### src/rtl/axi_csr_irq_ctrl.sv
// Router CSR block with per-VC edge-triggered interrupts; one response per request, exactly 1 cycle later.
// Never backpressures (req_ready tied high); back-to-back requests each get their own response.
module axi_csr_irq_ctrl #(
  parameter int unsigned ROUTER_X_ID = 0,
  parameter int unsigned ROUTER_Y_ID = 0,
  parameter int          N_VC        = 3,
  parameter logic [31:0] VERSION     = 32'h0002_0000,
  parameter int          ADDR_W      = 8
) (
  input  logic               clk_axi,
  input  logic               arst_axi,
  input  logic               req_valid,
  input  logic               req_wr,
  input  logic [ADDR_W-1:0]  req_addr,
  input  logic [31:0]        req_wdata,
  output logic               req_ready,
  output logic               resp_valid,
  output logic               resp_error,
  output logic [31:0]        resp_rdata,
  input  logic [N_VC-1:0]    empty_rd_bff_i,
  input  logic [N_VC-1:0]    full_rd_bff_i,
  input  logic [N_VC*16-1:0] fifo_ocup_rd_bff_i,
  output logic [N_VC-1:0]    irq_vcs_o,
  output logic               irq_o
);

  localparam logic [ADDR_W-1:0] A_VERSION  = ADDR_W'(32'h00);
  localparam logic [ADDR_W-1:0] A_ROUTER_X = ADDR_W'(32'h04);
  localparam logic [ADDR_W-1:0] A_ROUTER_Y = ADDR_W'(32'h08);
  localparam logic [ADDR_W-1:0] A_IRQ_RAW  = ADDR_W'(32'h0C);
  localparam logic [ADDR_W-1:0] A_IRQ_PEND = ADDR_W'(32'h10);
  localparam logic [ADDR_W-1:0] A_IRQ_MASK = ADDR_W'(32'h14);
  localparam logic [ADDR_W-1:0] A_IRQ_MODE = ADDR_W'(32'h18);
  localparam logic [ADDR_W-1:0] A_ERR_CNT  = ADDR_W'(32'h1C);

  logic [N_VC-1:0] r_pend;
  logic [N_VC-1:0] r_mask;
  logic [N_VC-1:0] r_mode;
  logic [N_VC-1:0] r_src_ff;
  logic [N_VC-1:0] r_irq_vcs;
  logic            r_irq;
  logic [15:0]     r_err_cnt;
  logic            r_resp_vld;
  logic            r_resp_err;
  logic [31:0]     r_resp_rdata;

  logic            w_hit;
  logic            w_ro;
  logic [31:0]     w_rdata;
  logic            w_err;
  logic            w_wr_ok;
  logic [N_VC-1:0] w_src;
  logic [N_VC-1:0] w_rise;
  logic [N_VC-1:0] w_clr;
  logic [N_VC-1:0] w_pend_nxt;
  logic [N_VC-1:0] w_mask_nxt;
  logic            w_unused;

  assign w_unused = ^req_wdata[31:N_VC];

  assign w_src  = (r_mode & full_rd_bff_i) | (~r_mode & ~empty_rd_bff_i);
  assign w_rise = w_src & ~r_src_ff;

  always_comb begin
    w_hit   = 1'b0;
    w_ro    = 1'b0;
    w_rdata = '0;
    case (req_addr)
      A_VERSION:  begin w_hit = 1'b1; w_ro = 1'b1; w_rdata = VERSION; end
      A_ROUTER_X: begin w_hit = 1'b1; w_ro = 1'b1; w_rdata = 32'(ROUTER_X_ID); end
      A_ROUTER_Y: begin w_hit = 1'b1; w_ro = 1'b1; w_rdata = 32'(ROUTER_Y_ID); end
      A_IRQ_RAW:  begin w_hit = 1'b1; w_ro = 1'b1; w_rdata = 32'(w_src); end
      A_IRQ_PEND: begin w_hit = 1'b1; w_rdata = 32'(r_pend); end
      A_IRQ_MASK: begin w_hit = 1'b1; w_rdata = 32'(r_mask); end
      A_IRQ_MODE: begin w_hit = 1'b1; w_rdata = 32'(r_mode); end
      A_ERR_CNT:  begin w_hit = 1'b1; w_ro = 1'b1; w_rdata = {16'h0, r_err_cnt}; end
      default:    ;
    endcase
    for (int i = 0; i < N_VC; i++) begin
      if (req_addr == ADDR_W'(32'h20 + 32'(4 * i))) begin
        w_hit   = 1'b1;
        w_ro    = 1'b1;
        w_rdata = {16'h0, fifo_ocup_rd_bff_i[16*i +: 16]};
      end
    end
  end

  // ERR_CNT is read-only but its write (any data) is the clear command, not an error.
  assign w_err   = (req_addr[1:0] != 2'b00) | ~w_hit | (req_wr & w_ro & (req_addr != A_ERR_CNT));
  assign w_wr_ok = req_valid & req_wr & ~w_err;
  assign w_clr   = (w_wr_ok && req_addr == A_IRQ_PEND) ? req_wdata[N_VC-1:0] : '0;

  // Set wins over W1C clear when both land in the same cycle.
  assign w_pend_nxt = (r_pend & ~w_clr) | w_rise;
  assign w_mask_nxt = (w_wr_ok && req_addr == A_IRQ_MASK) ? req_wdata[N_VC-1:0] : r_mask;

  always_ff @(posedge clk_axi or posedge arst_axi) begin
    if (arst_axi) begin
      r_pend       <= '0;
      r_mask       <= '0;
      r_mode       <= '0;
      r_src_ff     <= '0;
      r_irq_vcs    <= '0;
      r_irq        <= 1'b0;
      r_err_cnt    <= '0;
      r_resp_vld   <= 1'b0;
      r_resp_err   <= 1'b0;
      r_resp_rdata <= '0;
    end else begin
      r_src_ff  <= w_src;
      r_pend    <= w_pend_nxt;
      r_mask    <= w_mask_nxt;
      r_irq_vcs <= w_pend_nxt & w_mask_nxt;
      r_irq     <= |(w_pend_nxt & w_mask_nxt);
      if (w_wr_ok && req_addr == A_IRQ_MODE) r_mode <= req_wdata[N_VC-1:0];
      if (w_wr_ok && req_addr == A_ERR_CNT) begin
        r_err_cnt <= '0;
      end else if (req_valid && w_err && r_err_cnt != 16'hFFFF) begin
        r_err_cnt <= r_err_cnt + 16'd1;
      end
      r_resp_vld   <= req_valid;
      r_resp_err   <= req_valid & w_err;
      r_resp_rdata <= (req_valid && !req_wr && !w_err) ? w_rdata : '0;
    end
  end

  assign req_ready  = 1'b1;
  assign resp_valid = r_resp_vld;
  assign resp_error = r_resp_err;
  assign resp_rdata = r_resp_rdata;
  assign irq_vcs_o  = r_irq_vcs;
  assign irq_o      = r_irq;

endmodule

### config.mk
export PLATFORM = sky130hd
export DESIGN_NAME = axi_csr_irq_ctrl
export DESIGN_NICKNAME = d
export VERILOG_FILES = /design/src/rtl/axi_csr_irq_ctrl.sv
export SDC_FILE = /design/constraint.sdc
export NUM_CORES = 1
export LEC_CHECK = 0
export ABC_CLOCK_PERIOD_IN_PS = 3650
export BUFFER_PORTS_ARGS = -buffer_cell sky130_fd_sc_hd__buf_4
export CAP_MARGIN = 10
export CORE_MARGIN = 3
export CORE_UTILIZATION = 40
export DETAILED_ROUTE_END_ITERATION = 10
export GPL_ROUTABILITY_DRIVEN = 0
export PLACE_DENSITY_LB_ADDON = 0.3
export SLEW_MARGIN = 20
export SYNTH_ARGS = -nofsm -noshare
export SYNTH_HDL_FRONTEND = slang
export SYNTH_SLANG_ARGS = --single-unit
### constraint.sdc
create_clock -name clk_axi -period 3.65 [get_ports clk_axi]
set_input_delay 0.1825 -clock clk_axi [delete_from_list [all_inputs] [get_ports clk_axi]]
set_output_delay 0.1825 -clock clk_axi [all_outputs]
set_load 0.01 [all_outputs]
==> results of run 1 <==
-- worst max-delay path by stage --
stage,slack (ps),endpoint,cells after the start
after floorplan,1740,r_err_cnt[1]$_DFFE_PP0P_,7
after global placement,1260,r_err_cnt[1]$_DFFE_PP0P_,6
after detailed placement,1180,r_err_cnt[5]$_DFFE_PP0P_,6
after CTS,1170,r_err_cnt[5]$_DFFE_PP0P_,6
after global routing,940,r_err_cnt[7]$_DFFE_PP0P_,6
final,1170,r_err_cnt[5]$_DFFE_PP0P_,6
-- state kept, by name, summed over array words and instances (netlist names) --
name and flops:
r_mask 3, r_pend 3, r_err_cnt 16, irq_vcs_o 3, irq_o 1, r_src_ff 3
resp_error 1, resp_valid 1, r_mode 3, resp_rdata 17
-- metrics by stage --
| stage | utilization | worst slack [ps] |
|---|---|---|
| finish | 0.549 | 1170 |
| global route | 0.549 | 939 |
| CTS | 0.549 | 1170 |
| detailed placement | 0.534 | 1180 |
| global placement | 0.534 | 1260 |
| floorplan | - | 1740 |
-- cells in the final DEF (no fill, tap or decap), types with 2 or more instances in the layout --
| cell | instances |
|---|---|
| buf_4 | 94 |
| dfrtp_1 | 51 |
| nand2_1 | 21 |
| nor2_1 | 16 |
| conb_1 | 16 |
| a211oi_1 | 15 |
| o22ai_1 | 13 |
| nand3_1 | 12 |
| a21oi_1 | 12 |
| a221oi_1 | 12 |
| or3_1 | 9 |
| mux2i_1 | 9 |
| inv_1 | 7 |
| o21ai_0 | 7 |
| nand4_1 | 6 |
| mux2_2 | 6 |
| o31ai_1 | 5 |
| and2_1 | 5 |
| nor3_1 | 5 |
| o211ai_1 | 5 |
| clkbuf_8 | 5 |
| or4_1 | 3 |
| a31oi_1 | 3 |
| nor4_1 | 2 |
| and3_1 | 2 |
| a21boi_0 | 2 |
| or2_2 | 2 |
-- layer usage --
layer	global-route usage	routed length [um]
met4	0.0536	100
met3	0.0259	498
met2	0.300	3710
met1	0.255	3230
met5	0	0
-- cell type report --
type,instances,area [um2],area share
clock buffers,6,72.6,0.0201
clock inverters,1,30.0,0.00832
inverters,8,31.3,0.00867
multi-input cells,211,1380,0.381
flip-flops and latches,51,1280,0.354
well taps,93,116,0.0322
repair buffers,94,706,0.196
-- logic make-up after synthesis --
logic type / share of synthesized area
muxes: 0.0643
and+or+nand+nor: 0.190
buffers and inverters: 0.0727
DFF: 0.455
AOI/OAI and AO/OA: 0.208
xor gates and xnor gates: 0.00312
other: 0.00268
adders and majority gates: 0.00446
-- worst max-delay path, cell delays in order, from the launching register on --
cell      delay [ps]
dfrtp_1          440
ha_1             210
nand2_1          130
or3_1            420
o211ai_1         830
nor2_1           160
mux2i_1          170
-- report_power, final --
group,leakage [nW],internal [W],switching (W)
combinational,0.902,0.000104,0.000113
sequential,0.676,0.000599,0.0000496
clock,0.0513,0.000201,0.000183
total,1.63,0.000904,0.000345
-- Yosys cell counts (2+ instances only) --
cell type / n
dfrtp_1: 51
nand2_1: 21
buf_4: 16
nor2_1: 16
a211oi_1: 15
o22ai_1: 13
a21oi_1: 12
a221oi_1: 12
nand3_1: 12
mux2i_1: 9
or3_1: 9
clkbuf_1: 8
inv_1: 8
o21ai_0: 7
mux2_2: 6
nand4_1: 6
and2_1: 5
nor3_1: 5
o211ai_1: 5
o31ai_1: 5
buf_2: 4
a31oi_1: 3
or4_1: 3
a21boi_0: 2
and3_1: 2
conb_1: 2
nor4_1: 2
or2_2: 2
==> impl_metrics.ini, run 1 <==
[outcome]
status = completed

[detailed_routing]
drc = 0
drt_iter0_drc = 229
vias = 2603
drt_wl_total_um = 7530
firstDrtPassIters = 4
ant_nets = 0
wl_per_cell_um = 16.2
viasPerCell = 5.61

[floorplanning]
dieWidth_um = 89.7
rows = 29
die-area_mm2 = 0.00805
start_util = 0.427
io_pins = 137
die_h_um = 89.7
core_mm2 = 0.00657

[global_routing]
grt_pass1_vias = 2413
antenna_found_initial = 0
grt_overflow_total = 0
grt_max_degree = 52
grt_pass1_wl_um = 12300
grt_use_total = 0.184

[synthesis]
synth_area_leaders = dfrtp_1 46%, buf_4 4.3%, a211oi_1 4.0%
synthDistinctLibCells = 52
synth-seq-area-share = 0.455
ys_seq_elements = 51
syn_inst = 285
synthArstFlopShare = 1.00
synth_largest_area_cell = dfrtp_1
synth_edf_count = 0
netlist.area_leader.share = 0.455
yosys_warnings = 0
ys.flop_type = dfrtp_1
syn_area_mm2 = 0.00280
avgSynthCellArea_um2 = 9.84

[worst_setup_path]
critPathMaxFanout = 14
r2r.worst_path.cells = 6
path_class = reg -> reg
critPathRequiredTime_ps = 3830
r2r_start = r_err_cnt[0]$_DFFE_PP0P_
r2r-end = r_err_cnt[5]$_DFFE_PP0P_
crit_arrival_ps = 2660
endpoint_kind = flop
crit_start = r_err_cnt[0]$_DFFE_PP0P_
r2r_slack_ps = 1170
start_kind = flop

[layout]
num_antenna_cells = 0
nNetsFinal = 470
finalNonFillerCells = 464
layout-drive-gt1-share = 0.318
n_fill_cell = 614
design_area_mm2 = 0.00361
area_growth_pct = 28.7

[clock_network]
cts_setup_buffers = 0
post_cts_resized = 0
cts_root_buffer = clkbuf_8
clk_latency_ps = 300
ctsHoldBuffers = 0
clk_pin_slew_ps = 90
cts_buffers = 5
cts_max_path_buffers = 2
cts_htree_levels = 2
cts.sinks = 51
tritoncts = done

[timing]
setup_viol = 0
worst_slew_pin_slew_ps = 1020
fin_skew_ps = 8.18
slew_violations = 0
rsz0062_at_grt = false
final_hold_viol_count = 0
finalCriticalPeriod_ps = 2480
fin_hold_ws_ps = 27.8
max_freq_mhz = 403
finalCritPeriodShare = 0.680
slew_headroom = 0.316
fin_setup_tns_ps = 0

[placed_design]
hpwl_um = 5790
placed_cell_area_mm2 = 0.00350
portBuffers = 91
place_inst = 457

[power]
ir_drop_v = 0.000229
p_leak_nw = 1.63
powerDensity_mw_per_mm2 = 346
totalPowerFinal_w = 0.00125

[job]
cap_violations = 0

[hold_path]
hold_path_class = in -> async
(Power assumes the default switching activity.)
==> run 2, diff against run 1 <==
--- a/config.mk
+++ b/config.mk
@@ -5,7 +5,7 @@
 export SDC_FILE = /design/constraint.sdc
 export NUM_CORES = 1
 export LEC_CHECK = 0
-export ABC_CLOCK_PERIOD_IN_PS = 3650
+export ABC_CLOCK_PERIOD_IN_PS = 2100
 export BUFFER_PORTS_ARGS = -buffer_cell sky130_fd_sc_hd__buf_4
 export CAP_MARGIN = 10
 export CORE_MARGIN = 3
==> constraint.sdc (replaced) <==
create_clock -name clk_axi -period 2.1 [get_ports clk_axi]
set_input_delay 0.105 -clock clk_axi [delete_from_list [all_inputs] [get_ports clk_axi]]
set_output_delay 0.105 -clock clk_axi [all_outputs]
set_load 0.01 [all_outputs]
==> impl_metrics.ini, run 2 (synthesis gave the netlist of run 1 again) <==
[outcome]
status = completed

[clock_network]
cts_root_buffer = clkbuf_8
cts.sinks = 51
tritoncts = done
cts_buffers = 5
clk_latency_ps = 300
clk_pin_slew_ps = 90
cts_max_path_buffers = 2
cts_htree_levels = 2

[worst_setup_path]
critPathMaxFanout = 7
crit_path_end = irq_o$_DFF_PP0_
endpoint_kind = flop
r2r.worst_path.cells = 8
critPathRequiredTime_ps = 2290
crit_start = req_valid
crit_arrival_ps = 2130
r2r_slack_ps = 170
start_kind = primary input
r2r_start = r_err_cnt[1]$_DFFE_PP0P_
path_class = in -> reg
r2r-end = r_err_cnt[2]$_DFFE_PP0P_

[global_routing]
met2_usage = 0.305
grt_use_total = 0.181
met1_usage = 0.243
antenna_found_initial = 0
grt_overflow_total = 0
grt_pass1_vias = 2441
grt.met3_usage = 0.0284
busiest_layer = met2
grt_pass1_wl_um = 12200
grt_max_degree = 27

[floorplanning]
core_mm2 = 0.00657
die-area_mm2 = 0.00805
die_h_um = 89.7
start_util = 0.427
rows = 29
dieWidth_um = 89.7
io_pins = 137

[detailed_routing]
ant_nets = 0
drc = 0
wl_per_cell_um = 15.9
drt_wl_total_um = 7670
drt_iter0_drc = 232
viasPerCell = 5.34
vias = 2577
firstDrtPassIters = 4

[timing]
final_hold_viol_count = 0
finalCriticalPeriod_ps = 1940
max_freq_mhz = 514
slew_headroom = 0.551
worst_slew_pin_slew_ps = 665
setup_viol = 0
fin_setup_tns_ps = 0
rsz0062_at_grt = false
slew_violations = 0
fin_skew_ps = 4.09
finalCritPeriodShare = 0.926

[layout]
num_antenna_cells = 0
final_util = 0.577
final_cell_mix = 107 x buf_4, 49 x dfrtp_1, 21 x nand2_1, 16 x nor2_1, 16 x conb_1
nNetsFinal = 488
layout-drive-gt1-share = 0.359
largest_reg_flops = 17
layout_commonest_cell = buf_4
area_growth_pct = 35.1

[power]
totalPowerFinal_w = 0.00229
ir_drop_v = 0.000344
p_leak_nw = 1.73
powerDensity_mw_per_mm2 = 603

[hold_path]
hold_path_class = in -> reg

[placed_design]
hpwl_um = 5960
portBuffers = 91

[job]
cap_violations = 0
==> run 2: cell count changes in the layout (fill, tap and decap cells not counted), moves of 2 or more <==
cell | previous run | this run
buf_4 | 94 | 107
dfrtp_2 | 0 | 2
dlygate4sd3_1 | 0 | 2
dfrtp_1 | 51 | 49
==> run 2: cell type report <==
type	instances	area, um2
Clock buffer	6	82.6
Sequential cell	51	1280
Clock inverter	2	38.8
Fill cell	585	2780
Inverter	8	30.0
Timing Repair Buffer	112	860
Multi-Input combinational cell	211	1380
Tap cell	93	116
==> run 2: through the flow <==
| step | cell area, um2 | worst slack [ps] | cells | hold slack, ps |
|---|---|---|---|---|
| 2_1_floorplan | 2860 | 187 | 299 | 136 |
| 4_1_cts | 3750 | 135 | 479 | 41.3 |
| 5_1_grt | 3790 | 35.9 | 483 | 63.4 |
| 6_report | 3790 | 156 | 483 | 45.7 |
| 3_3_place_gp | 3610 | 232 | 469 | 198 |
| 3_5_place_dp | 3610 | 155 | 469 | 205 |
==> run 2: timing repair <==
| item | in CTS | in global routing |
|---|---|---|
| setup buffers | 0 | 3 |
| endpoints found under the setup margin | 0 | 1 |
| hold endpoints to repair | 26 | 0 |
| gates resized for setup | 0 | 5 |
| hold buffers | 2 | 0 |
==> run 2: worst min-delay path by stage <==
stage                startpoint                       to  slack [ps]  depth (start not counted)
2_1_floorplan         req_valid     resp_valid$_DFF_PP0_         140                          0
3_3_place_gp           arst_axi  resp_rdata[2]$_DFF_PP0_         200                          2
3_5_place_dp           arst_axi  resp_rdata[1]$_DFF_PP0_         200                          2
4_1_cts        full_rd_bff_i[2]    r_src_ff[2]$_DFF_PP0_          40                          3
5_1_grt        full_rd_bff_i[2]    r_src_ff[2]$_DFF_PP0_          60                          3
6_report       full_rd_bff_i[2]    r_src_ff[2]$_DFF_PP0_          50                          3
==> run 2: per-layer routing <==
layer / part of all wire / wire length, um / vias up
li1: - / - / 1259
met1: 0.43 / 3330 / 1223
met2: 0.49 / 3800 / 89
met3: 0.063 / 486 / 6
met4: 0.0085 / 65 / 0
met5: 0 / 0 / -
==> run 2: where the power goes <==
part | switching [W] | internal [W] | total, W
logic | 0.000215 | 0.000218 | 0.000434
clock network | 0.000326 | 0.000392 | 0.000719
registers | 0.0000877 | 0.00105 | 0.00113
==> run 2: worst max-delay path, stage by stage <==
cell,delay [ps]
dlygate4sd3_1,520
buf_4,150
and4bb_2,340
nand4_2,180
mux2_2,330
a21boi_4,150
or3_1,360
==> run 3, diff against run 2 <==
==> constraint.sdc (replaced) <==
create_clock -name clk_axi -period 2.1 [get_ports clk_axi]
set_input_delay 0.21 -clock clk_axi [delete_from_list [all_inputs] [get_ports clk_axi]]
set_output_delay 0.21 -clock clk_axi [all_outputs]
set_load 0.01 [all_outputs]
==> impl_metrics.ini, run 3 (synthesis gave the netlist of run 1 again) <==
[floorplanning]
dieWidth_um = 89.7
die_h_um = 89.7
die-area_mm2 = 0.00805
rows = 29
start_util = 0.427
core_mm2 = 0.00657
io_pins = 137

[power]
p_leak_nw = 1.70
clkPwrFrac = 0.281
powerDensity_mw_per_mm2 = 571
intPower_w = 0.00152
ir_drop_v = 0.000327
switchingPower_w = 0.000613
power.share.combinational = 0.196
swShare = 0.288
power.share.sequential = 0.523

[layout]
layout-drive-gt1-share = 0.346
area_growth_pct = 33.0
final_cell_mix = 107 x buf_4, 51 x dfrtp_1, 21 x nand2_1, 16 x nor2_1, 16 x conb_1
final_util = 0.568
nNetsFinal = 485
n_fill_cell = 599
regArea_mm2 = 0.00128
num_antenna_cells = 0
layout_commonest_cell = buf_4
multi_input_area_mm2 = 0.00138
largest_reg_flops = 17

[timing]
finalCritPeriodShare = 0.916
fin_setup_tns_ps = 0
final_hold_viol_count = 0
setup_viol = 0
rsz0062_at_grt = false
worst_slew_pin_slew_ps = 517
max_freq_mhz = 520
fin_skew_ps = 9.07
slew_violations = 0
finalCriticalPeriod_ps = 1920
slew_headroom = 0.650

[worst_setup_path]
slowest_stage = dfrtp_1
r2r.worst_path.cells = 7
start_kind = flop
crit_start = r_err_cnt[0]$_DFFE_PP0P_
path_class = reg -> reg
critPathMaxFanout = 14
r2r_slack_ps = 180
endpoint_kind = flop
critPathRequiredTime_ps = 2300
path_cells = ha_2 -> nand2_1 -> or3_1 -> o211ai_1 -> buf_4 -> mux2i_1 -> nor2_1
r2r_start = r_err_cnt[0]$_DFFE_PP0P_
crit_arrival_ps = 2120
r2r-end = r_err_cnt[1]$_DFFE_PP0P_
max_stage_delay_ps = 440

[detailed_routing]
drc = 0
wl_per_cell_um = 15.8
viasPerCell = 5.35
drt_wl_total_um = 7570
drt_iter0_drc = 205
vias = 2566
ant_nets = 0
firstDrtPassIters = 4

[clock_network]
cts_root_buffer = clkbuf_8
cts_buffers = 5
cts_htree_levels = 2
clk_pin_slew_ps = 90
tritoncts = done
cts_max_path_buffers = 2
cts.sinks = 51
cts_setup_buffers = 0
clk_latency_ps = 310

[job]
cap_violations = 0

[placed_design]
portBuffers = 91
hpwl_um = 5820

[global_routing]
grt_use_total = 0.183
grt_pass1_vias = 2489
antenna_found_initial = 0
grt_pass1_wl_um = 12100
grt_overflow_total = 0
grt_max_degree = 29

[hold_path]
whs_endpoint = resp_valid$_DFF_PP0_
hold_path_class = in -> reg
hold_path_startpoint = req_valid
holdPathStages = 1

[outcome]
status = completed
==> run 3: cell count changes in the layout (fill, tap and decap cells not counted), sizes merged <==
cell         previous run  this run
buf                   110       108
bufinv                  1         0
clkbuf                  6         7
clkinv                  0         1
dlygate4sd3             2         1
inv                     9         8
==> run 3: worst max path at each step <==
stage	endpoint	slack (ps)	cells after the start
after global placement	irq_o$_DFF_PP0_	230	6
final	r_err_cnt[1]$_DFFE_PP0P_	180	7
after global routing	r_err_cnt[1]$_DFFE_PP0P_	3	7
after floorplan	r_err_cnt[1]$_DFFE_PP0P_	190	7
after CTS	r_err_cnt[1]$_DFFE_PP0P_	180	7
after detailed placement	r_err_cnt[1]$_DFFE_PP0P_	200	7
==> run 3: final cells by class <==
type	instances	share of cell area
clock buffer	7	0.0231
clock inverter	1	0.00235
inverter	8	0.00805
multi-input combinational	211	0.370
sequential	51	0.342
tap	93	0.0312
timing repair buffer	109	0.223
==> run 3: layer usage <==
layer	GRT usage	part of all wire
met2	0.299	0.48
met5	0	0
met3	0.0242	0.064
met4	0.0562	0.012
met1	0.252	0.44
==> run 3: timing repair <==
| item | 4_1_cts | 5_1_grt |
|---|---|---|
| endpoints found under the hold margin | 23 | 0 |
| hold buffers | 1 | 0 |
| endpoints found under the setup margin | 0 | 1 |
| resized for setup | 0 | 1 |
==> run 3: critical path: cells and delay by family (launching register included) <==
| family | cells | cell delay [ps] |
|---|---|---|
| AOI/OAI and AO/OA | 1 | 190 |
| adders and majority gates | 1 | 220 |
| DFF | 1 | 440 |
| and+or+nand+nor | 3 | 560 |
| muxes | 1 | 190 |
| buffers and inverters | 1 | 220 |
==> run 3: stage by stage <==
step	instance area (um2)	power, W	worst slack, ps	instances	hold WS [ps]
finish	3730	0.00213	175	480	77.9
global route	3730	0.00224	3.08	480	68.0
CTS	3730	0.00214	178	480	69.5
detailed placement	3620	0.00154	195	471	287
global placement	3620	0.00153	226	471	285
floorplan	2860	0.00135	187	299	241
==> run 3: power groups by stage <==
stage / registers, W / clock network, W / logic (W)
finish: 0.00111 / 0.000599 / 0.000418
global route: 0.00112 / 0.000648 / 0.000471
CTS: 0.00111 / 0.000614 / 0.000416
detailed placement: 0.00113 / 0 / 0.000413
global placement: 0.00113 / 0 / 0.000405
floorplan: 0.00112 / 0 / 0.000233
